**src/rtl/axi_mst_arbiter_pkg.sv**
```systemverilog
// Shared types and AXI constants for the core master-port arbiter.
// Imported by axi_mst_arbiter and arb_pick2.
package axi_mst_arbiter_pkg;

  localparam int AXI_ID_W = 4;

  typedef enum logic [2:0] {
    ST_IDLE,
    ST_RD_AR,
    ST_RD_R,
    ST_WR_AW_W,
    ST_WR_B
  } arb_state_e;

  typedef enum logic {
    GNT_IFU = 1'b0,
    GNT_LSU = 1'b1
  } arb_gnt_e;

  localparam logic [AXI_ID_W-1:0] IFU_ID_DEFAULT  = 4'd0;
  localparam logic [AXI_ID_W-1:0] LSU_ID_DEFAULT  = 4'd1;
  localparam logic [1:0]          AXI_BURST_INCR  = 2'b01;
  localparam logic [1:0]          AXI_RESP_SLVERR = 2'b10;
  localparam logic [2:0]          AXI_SIZE_WORD   = 3'b010;
  localparam logic [7:0]          AXI_LEN_SINGLE  = 8'd0;

  function automatic logic [AXI_ID_W-1:0] grant_id(input arb_gnt_e g,
                                                  input logic [AXI_ID_W-1:0] ifu_id,
                                                  input logic [AXI_ID_W-1:0] lsu_id);
    return (g == GNT_LSU) ? lsu_id : ifu_id;
  endfunction

endpackage

```
**src/rtl/arb_pick2.sv**
```systemverilog
// Two-way picker: req_i[1] is LSU, req_i[0] is IFU. On conflict the side not
// named by last_i wins, so tying last_i low gives fixed LSU priority.
module arb_pick2
  import axi_mst_arbiter_pkg::*;
(
  input  logic [1:0] req_i,
  input  logic       last_i,
  output logic       valid_o,
  output logic       gnt_o
);

  assign valid_o = |req_i;
  assign gnt_o   = req_i[1] & (~req_i[0] | ~last_i);

endmodule

```
**src/rtl/axi_mst_arbiter.sv**
```systemverilog
// Shares the core AXI4 master port between IFU (reads) and LSU (reads/writes),
// one single-beat transaction at a time. Define ARB_RR_EN for round-robin IFU/LSU.
module axi_mst_arbiter
  import axi_mst_arbiter_pkg::*;
#(
  parameter int                   ADDR_W = 32,
  parameter int                   DATA_W = 32,
  parameter logic [AXI_ID_W-1:0]  IFU_ID = IFU_ID_DEFAULT,
  parameter logic [AXI_ID_W-1:0]  LSU_ID = LSU_ID_DEFAULT
) (
  input  logic                  clk_i,
  input  logic                  rst_i,
  // IFU read port
  input  logic                  f_ar_valid_i,
  output logic                  f_ar_ready_o,
  input  logic [ADDR_W-1:0]     f_ar_addr_i,
  output logic                  f_r_valid_o,
  input  logic                  f_r_ready_i,
  output logic [DATA_W-1:0]     f_r_data_o,
  output logic [1:0]            f_r_resp_o,
  // LSU read port
  input  logic                  m_ar_valid_i,
  output logic                  m_ar_ready_o,
  input  logic [ADDR_W-1:0]     m_ar_addr_i,
  input  logic [2:0]            m_ar_size_i,
  output logic                  m_r_valid_o,
  input  logic                  m_r_ready_i,
  output logic [DATA_W-1:0]     m_r_data_o,
  output logic [1:0]            m_r_resp_o,
  // LSU write port
  input  logic                  m_aw_valid_i,
  output logic                  m_aw_ready_o,
  input  logic [ADDR_W-1:0]     m_aw_addr_i,
  input  logic [2:0]            m_aw_size_i,
  input  logic                  m_w_valid_i,
  output logic                  m_w_ready_o,
  input  logic [DATA_W-1:0]     m_w_data_i,
  input  logic [DATA_W/8-1:0]   m_w_strb_i,
  output logic                  m_b_valid_o,
  input  logic                  m_b_ready_i,
  output logic [1:0]            m_b_resp_o,
  // Core AXI4 master pins
  input  logic                  io_master_awready_i,
  output logic                  io_master_awvalid_o,
  output logic [ADDR_W-1:0]     io_master_awaddr_o,
  output logic [AXI_ID_W-1:0]   io_master_awid_o,
  output logic [7:0]            io_master_awlen_o,
  output logic [2:0]            io_master_awsize_o,
  output logic [1:0]            io_master_awburst_o,
  input  logic                  io_master_wready_i,
  output logic                  io_master_wvalid_o,
  output logic [DATA_W-1:0]     io_master_wdata_o,
  output logic [DATA_W/8-1:0]   io_master_wstrb_o,
  output logic                  io_master_wlast_o,
  output logic                  io_master_bready_o,
  input  logic                  io_master_bvalid_i,
  input  logic [1:0]            io_master_bresp_i,
  input  logic [AXI_ID_W-1:0]   io_master_bid_i,
  input  logic                  io_master_arready_i,
  output logic                  io_master_arvalid_o,
  output logic [ADDR_W-1:0]     io_master_araddr_o,
  output logic [AXI_ID_W-1:0]   io_master_arid_o,
  output logic [7:0]            io_master_arlen_o,
  output logic [2:0]            io_master_arsize_o,
  output logic [1:0]            io_master_arburst_o,
  output logic                  io_master_rready_o,
  input  logic                  io_master_rvalid_i,
  input  logic [1:0]            io_master_rresp_i,
  input  logic [DATA_W-1:0]     io_master_rdata_i,
  input  logic                  io_master_rlast_i,
  input  logic [AXI_ID_W-1:0]   io_master_rid_i
);

  localparam int STRB_W = DATA_W / 8;

  arb_state_e            state_q;
  arb_gnt_e              gnt_q;
  logic [ADDR_W-1:0]     addr_q;
  logic [2:0]            size_q;
  logic [DATA_W-1:0]     wdata_q;
  logic [STRB_W-1:0]     wstrb_q;
  logic                  arvalid_q;
  logic                  awvalid_q;
  logic                  wvalid_q;

  logic [1:0]            pick_req;
  logic                  pick_last;
  logic                  pick_valid;
  logic                  pick_gnt;

  logic                  in_rd_r;
  logic                  in_wr_b;
  logic                  ar_hs;
  logic                  aw_hs;
  logic                  w_hs;
  logic                  r_hs;
  logic                  b_hs;
  logic [AXI_ID_W-1:0]   gnt_id;
  logic [1:0]            rresp_eff;
  logic                  unused_ok;

  // A pending LSU write or read both count as one LSU request to the picker.
  assign pick_req = {m_aw_valid_i | m_ar_valid_i, f_ar_valid_i};

`ifdef ARB_RR_EN
  logic last_q;

  always_ff @(posedge clk_i or negedge rst_i) begin
    if (!rst_i) begin
      last_q <= 1'b0;
    end else if ((state_q == ST_IDLE) && pick_valid) begin
      last_q <= pick_gnt;
    end
  end

  assign pick_last = last_q;
`else
  assign pick_last = 1'b0;
`endif

  arb_pick2 u_pick (
    .req_i   (pick_req),
    .last_i  (pick_last),
    .valid_o (pick_valid),
    .gnt_o   (pick_gnt)
  );

  assign in_rd_r = (state_q == ST_RD_R);
  assign in_wr_b = (state_q == ST_WR_B);
  assign ar_hs   = arvalid_q & io_master_arready_i;
  assign aw_hs   = awvalid_q & io_master_awready_i;
  assign w_hs    = wvalid_q & io_master_wready_i;
  assign r_hs    = io_master_rvalid_i & io_master_rready_o;
  assign b_hs    = io_master_bvalid_i & io_master_bready_o;
  assign gnt_id  = grant_id(gnt_q, IFU_ID, LSU_ID);

  // A channel's valid register dropping doubles as its "done" flag in WR_AW_W.
  always_ff @(posedge clk_i or negedge rst_i) begin
    if (!rst_i) begin
      state_q   <= ST_IDLE;
      gnt_q     <= GNT_IFU;
      addr_q    <= '0;
      size_q    <= '0;
      wdata_q   <= '0;
      wstrb_q   <= '0;
      arvalid_q <= 1'b0;
      awvalid_q <= 1'b0;
      wvalid_q  <= 1'b0;
    end else begin
      case (state_q)
        ST_IDLE: begin
          if (pick_valid) begin
            gnt_q <= arb_gnt_e'(pick_gnt);
            if (!pick_gnt) begin
              addr_q    <= f_ar_addr_i;
              size_q    <= AXI_SIZE_WORD;
              arvalid_q <= 1'b1;
              state_q   <= ST_RD_AR;
            end else if (m_aw_valid_i) begin
              addr_q    <= m_aw_addr_i;
              size_q    <= m_aw_size_i;
              wdata_q   <= m_w_data_i;
              wstrb_q   <= m_w_strb_i;
              awvalid_q <= 1'b1;
              wvalid_q  <= 1'b1;
              state_q   <= ST_WR_AW_W;
            end else begin
              addr_q    <= m_ar_addr_i;
              size_q    <= m_ar_size_i;
              arvalid_q <= 1'b1;
              state_q   <= ST_RD_AR;
            end
          end
        end
        ST_RD_AR: begin
          if (ar_hs) begin
            arvalid_q <= 1'b0;
            state_q   <= ST_RD_R;
          end
        end
        ST_RD_R: begin
          if (r_hs) begin
            state_q <= ST_IDLE;
          end
        end
        ST_WR_AW_W: begin
          if (aw_hs) begin
            awvalid_q <= 1'b0;
          end
          if (w_hs) begin
            wvalid_q <= 1'b0;
          end
          if ((!awvalid_q || aw_hs) && (!wvalid_q || w_hs)) begin
            state_q <= ST_WR_B;
          end
        end
        ST_WR_B: begin
          if (b_hs) begin
            state_q <= ST_IDLE;
          end
        end
        default: begin
          state_q <= ST_IDLE;
        end
      endcase
    end
  end

  assign io_master_arvalid_o = arvalid_q;
  assign io_master_araddr_o  = addr_q;
  assign io_master_arid_o    = gnt_id;
  assign io_master_arlen_o   = AXI_LEN_SINGLE;
  assign io_master_arsize_o  = size_q;
  assign io_master_arburst_o = AXI_BURST_INCR;

  assign io_master_awvalid_o = awvalid_q;
  assign io_master_awaddr_o  = addr_q;
  assign io_master_awid_o    = LSU_ID;
  assign io_master_awlen_o   = AXI_LEN_SINGLE;
  assign io_master_awsize_o  = size_q;
  assign io_master_awburst_o = AXI_BURST_INCR;

  assign io_master_wvalid_o  = wvalid_q;
  assign io_master_wdata_o   = wdata_q;
  assign io_master_wstrb_o   = wstrb_q;
  assign io_master_wlast_o   = 1'b1;

  assign f_ar_ready_o = ar_hs & (gnt_q == GNT_IFU);
  assign m_ar_ready_o = ar_hs & (gnt_q == GNT_LSU);
  assign m_aw_ready_o = aw_hs;
  assign m_w_ready_o  = w_hs;

  // A response carrying someone else's ID is reported to the granted side as SLVERR.
  assign rresp_eff = (io_master_rid_i != gnt_id) ? AXI_RESP_SLVERR : io_master_rresp_i;

  assign io_master_rready_o = in_rd_r & ((gnt_q == GNT_LSU) ? m_r_ready_i : f_r_ready_i);
  assign f_r_valid_o        = in_rd_r & (gnt_q == GNT_IFU) & io_master_rvalid_i;
  assign m_r_valid_o        = in_rd_r & (gnt_q == GNT_LSU) & io_master_rvalid_i;
  assign f_r_data_o         = io_master_rdata_i;
  assign m_r_data_o         = io_master_rdata_i;
  assign f_r_resp_o         = rresp_eff;
  assign m_r_resp_o         = rresp_eff;

  assign io_master_bready_o = in_wr_b & m_b_ready_i;
  assign m_b_valid_o        = in_wr_b & io_master_bvalid_i;
  assign m_b_resp_o         = io_master_bresp_i;

  assign unused_ok = ^{m_w_valid_i, io_master_rlast_i, io_master_bid_i};

endmodule
```
**config.mk**
```make
export PLATFORM = sky130hd
export DESIGN_NAME = axi_mst_arbiter
export DESIGN_NICKNAME = d
export VERILOG_FILES = /design/src/rtl/axi_mst_arbiter_pkg.sv /design/src/rtl/arb_pick2.sv /design/src/rtl/axi_mst_arbiter.sv
export SDC_FILE = /design/constraint.sdc
export NUM_CORES = 1
export LEC_CHECK = 0
export ABC_AREA = 1
export BUFFER_PORTS_ARGS = -buffer_cell sky130_fd_sc_hd__buf_2
export CAP_MARGIN = 20
export CORE_AREA = 5 5 157 159
export CTS_BUF_LIST = sky130_fd_sc_hd__clkbuf_4
export CTS_CLUSTER_SIZE = 8
export DETAILED_ROUTE_END_ITERATION = 6
export DIE_AREA = 0 0 162 164
export GPL_TIMING_DRIVEN = 0
export PLACE_DENSITY = 0.56
export SETUP_SLACK_MARGIN = 0.3
export SLEW_MARGIN = 20
export SYNTH_ARGS = -nofsm -noshare
export SYNTH_HDL_FRONTEND = slang
export SYNTH_HIERARCHICAL = 1
export SYNTH_SLANG_ARGS = --single-unit
export TNS_END_PERCENT = 5
```
**constraint.sdc**
```tcl
create_clock -name clk_i -period 4.2 [get_ports clk_i]
set_clock_uncertainty 0.1 [all_clocks]
set_input_delay 0.84 -clock clk_i [delete_from_list [all_inputs] [get_ports clk_i]]
set_output_delay 0.84 -clock clk_i [all_outputs]
set_load 0.02 [all_outputs]
```
==> impl_metrics.tcl <==
set metrics [dict create \
    status "finished, final reports clean" \
    cts.sinks 78 \
    drc 0 \
    wl_per_cell_um 15.3 \
    maxCapViolations 0 \
    clk_pin_slew_ns 0.14 \
    gp_congestion 0.818 \
    nNetsFinal 1207 \
    syn_inst 627 \
    synthTopCellsByArea "dfrtp_1 41%, buf_4 21%, nand2_1 13%" \
    fp-row-count 56 \
    grt_usage 0.142 \
    fp.coreArea_mm2 0.0231 \
    syn_area_per_cell_um2 7.66 \
    tightest_slew_ns 0.834 \
    hold_violations 0 \
    rr_endpoint "io_master_araddr_o[14]$_DFFE_PN0P_" \
    arrival_ns 3.21 \
    grt_pass1_wl_mm 29.0 \
    critical_path_class "in2reg" \
    period_minus_slack_ns 2.98 \
    path_buf_inv 5 \
    grt_antenna_before_repair 5 \
    crit_path_frequent_cell "nand2_1" \
    grt_pass1_vias 5085 \
    rsz0062_at_grt "no" \
    synth_seq_cells 78 \
    slowest_stage "a21oi_1" \
    drt_iter0_drc 218 \
    path_cells "buf_4 > buf_2 > or2_2 > inv_1 > a21oi_1 > nand2_1 > nor3_4 > inv_2 > buf_2 > nand2_1 > nand2_1" \
    cp_max_fo 10 \
    setup_viol 0 \
    vias 5133 \
    ctsHoldBuffers 0 \
    worstPathRequired_ns 4.43 \
    rrSetupSlack_ns 2.54 \
    setup_slack_ns 1.22 \
    cp-startpoint "m_aw_valid_i" \
    end_kind "flop" \
    start_util 0.208 \
    die_w_um 162 \
    ys_seq_area_frac 0.406 \
    syn_to_final_growth_pct 48.9 \
    finalSetupTns_ns 0 \
    post-dp-hpwl_mm 17.0 \
    insertion_delay_ns 0.43 \
    p_per_area_mw_per_mm2 620 \
    finalMaxSlewViolations 0 \
    die_area_mm2 0.0266 \
    path_delay_family "simple AND/OR/NAND/NOR gates" \
    port_buffers 344 \
    r2r_start "state_q[1]$_DFFE_PN0P_" \
    critPathMaxStageDelay_ns 0.64 \
    yosysWarnings 6 \
    hold_class "in2async" \
    post_cts_buffers 0 \
    finalWirelength_mm 20.0 \
    numCtsBuffers 9 \
    dp_slack_ns 0.605 \
    grt_max_degree 46 \
    first_pass_iters 4 \
    h-tree-depth 3 \
    cts_buffer_depth 2 \
    grt_overflow 0 \
    die_y_um 164 \
    synth_top_area_frac 0.406 \
    syn_area_mm2 0.00480 \
    io_pins 414 \
    cts_tree "done" \
    max_slew_margin 0.444 \
    worst-r2r-cell-count 6 \
    fmax_mhz 336 \
    via_per_inst 3.93 \
    ant_nets 0 \
    yosys.area.top_type "dfrtp_1" \
    finalCritPeriodShare 0.710 \
    vdd_drop_max_uv 215 \
    post_cts_resized 0 \
    p_leak_nw 4.21 \
    synth_cell_types 28 \
    clockRootBuffer "clkbuf_4" \
    layout-drive-gt1-share 0.510 \
    cp-start-kind "input pin" \
]
## routing by layer
| layer | vias up | wire length [µm] | global-route usage |
|---|---|---|---|
| met5 | - | 48 | 0 |
| met4 | 8 | 246 | 0.0354 |
| met3 | 21 | 1750 | 0.0487 |
| met2 | 243 | 10500 | 0.259 |
| met1 | 2270 | 7390 | 0.159 |
| li1 | 2591 | - | - |
## cell usage after synthesis, drive strengths merged
cell and number:
or3b 1, o21ai 72, clkbuf 9, nand2 167, a21oi 33, o31ai 1
and3b 1, buf 150, nor3 5, inv 20, nor2 74, or2 2
o22a 1, mux2i 2, conb 2, o21a 1, xor2 1, dfrtp 78
nand3 7
## registers in the layout (all words and copies together) (netlist names)
register             count
io_master_wdata_o       32
io_master_araddr_o      32
gnt_q                    1
state_q                  3
io_master_arsize_o       3
io_master_arvalid_o      1
io_master_wvalid_o       1
io_master_awvalid_o      1
io_master_wstrb_o        4
## cell families after synthesis
family	count (synthesis)	synth area share
flip-flops	78	0.406
XOR/XNOR	1	0.00182
buffers and inverters	179	0.258
other	2	0.00156
AO/OA/AOI/OAI	108	0.114
multiplexers	2	0.00417
AND/OR/NAND/NOR	257	0.213
## report_power, final
part / internal, mW / leakage [nW] / switching (mW) / total [mW]
registers: 1.11 / 0.965 / 0.270 / 1.38
clock network: 0.177 / 0.0720 / 0.284 / 0.461
logic: 0.998 / 3.18 / 1.60 / 2.60
total: 2.28 / 4.21 / 2.15 / 4.44
## how the worst max path moves through the flow
stage | cells past startpoint | slack, ns | end
finish | 11 | 1.22 | io_master_wdata_o[24]$_DFFE_PN0P_
floorplan | 3 | 1.51 | m_r_resp_o[1]
global placement | 11 | 0.59 | io_master_wdata_o[29]$_DFFE_PN0P_
global route | 11 | 1.03 | io_master_wdata_o[9]$_DFFE_PN0P_
detailed placement | 11 | 0.61 | io_master_wdata_o[22]$_DFFE_PN0P_
CTS | 11 | 1.13 | io_master_wdata_o[24]$_DFFE_PN0P_
## cell usage in the layout (no fill, tap or decap)
cell type	netlist	routed
nand2_1	166	166
nand2_2	1	1
conb_1	2	29
nor3_1	4	4
a21oi_1	33	33
o31ai_1	1	1
mux2i_1	2	2
nor2_4	2	2
buf_16	0	1
nor2_1	72	72
buf_2	8	351
clkinv_2	0	3
o21a_1	1	1
or2_2	1	1
buf_4	133	134
inv_6	0	1
o21ai_1	29	29
clkbuf_4	0	9
clkinvlp_4	0	1
or2_1	1	1
buf_1	1	1
bufinv_16	0	1
o22a_1	1	1
or3b_2	1	1
xor2_1	1	1
clkbuf_1	9	9
nand3_1	7	7
dfrtp_1	78	78
nor3_4	1	1
o21ai_0	43	43
inv_2	2	2
diode_2	0	1
inv_1	18	18
and3b_1	1	1
buf_6	8	8
## layout make-up
| class | instances | area (µm²) |
|---|---|---|
| Timing Repair Buffer | 345 | 1750 |
| Clock inverter | 6 | 61.3 |
| Multi-Input combinational cell | 397 | 1710 |
| Clock buffer | 9 | 67.6 |
| Buffer | 159 | 1170 |
| Sequential cell | 78 | 1950 |
| Antenna cell | 1 | 2.50 |
| Fill cell | 2573 | 16000 |
| Inverter | 20 | 75.1 |
| Tap cell | 290 | 363 |
## stage by stage
stage	util	total power, mW	area [µm²]	instances	hold slack (ns)
after floorplan	-	3.08	4900	654	0.444
after global placement	0.302	4.02	6990	1288	0.351
after CTS	0.309	4.53	7150	1304	0.192
after global routing	0.309	4.80	7150	1305	0.219
after detailed placement	0.304	4.05	7020	1289	0.353
final	0.309	4.44	7150	1305	0.237
Note: power is estimated with default switching activity, not from simulation.
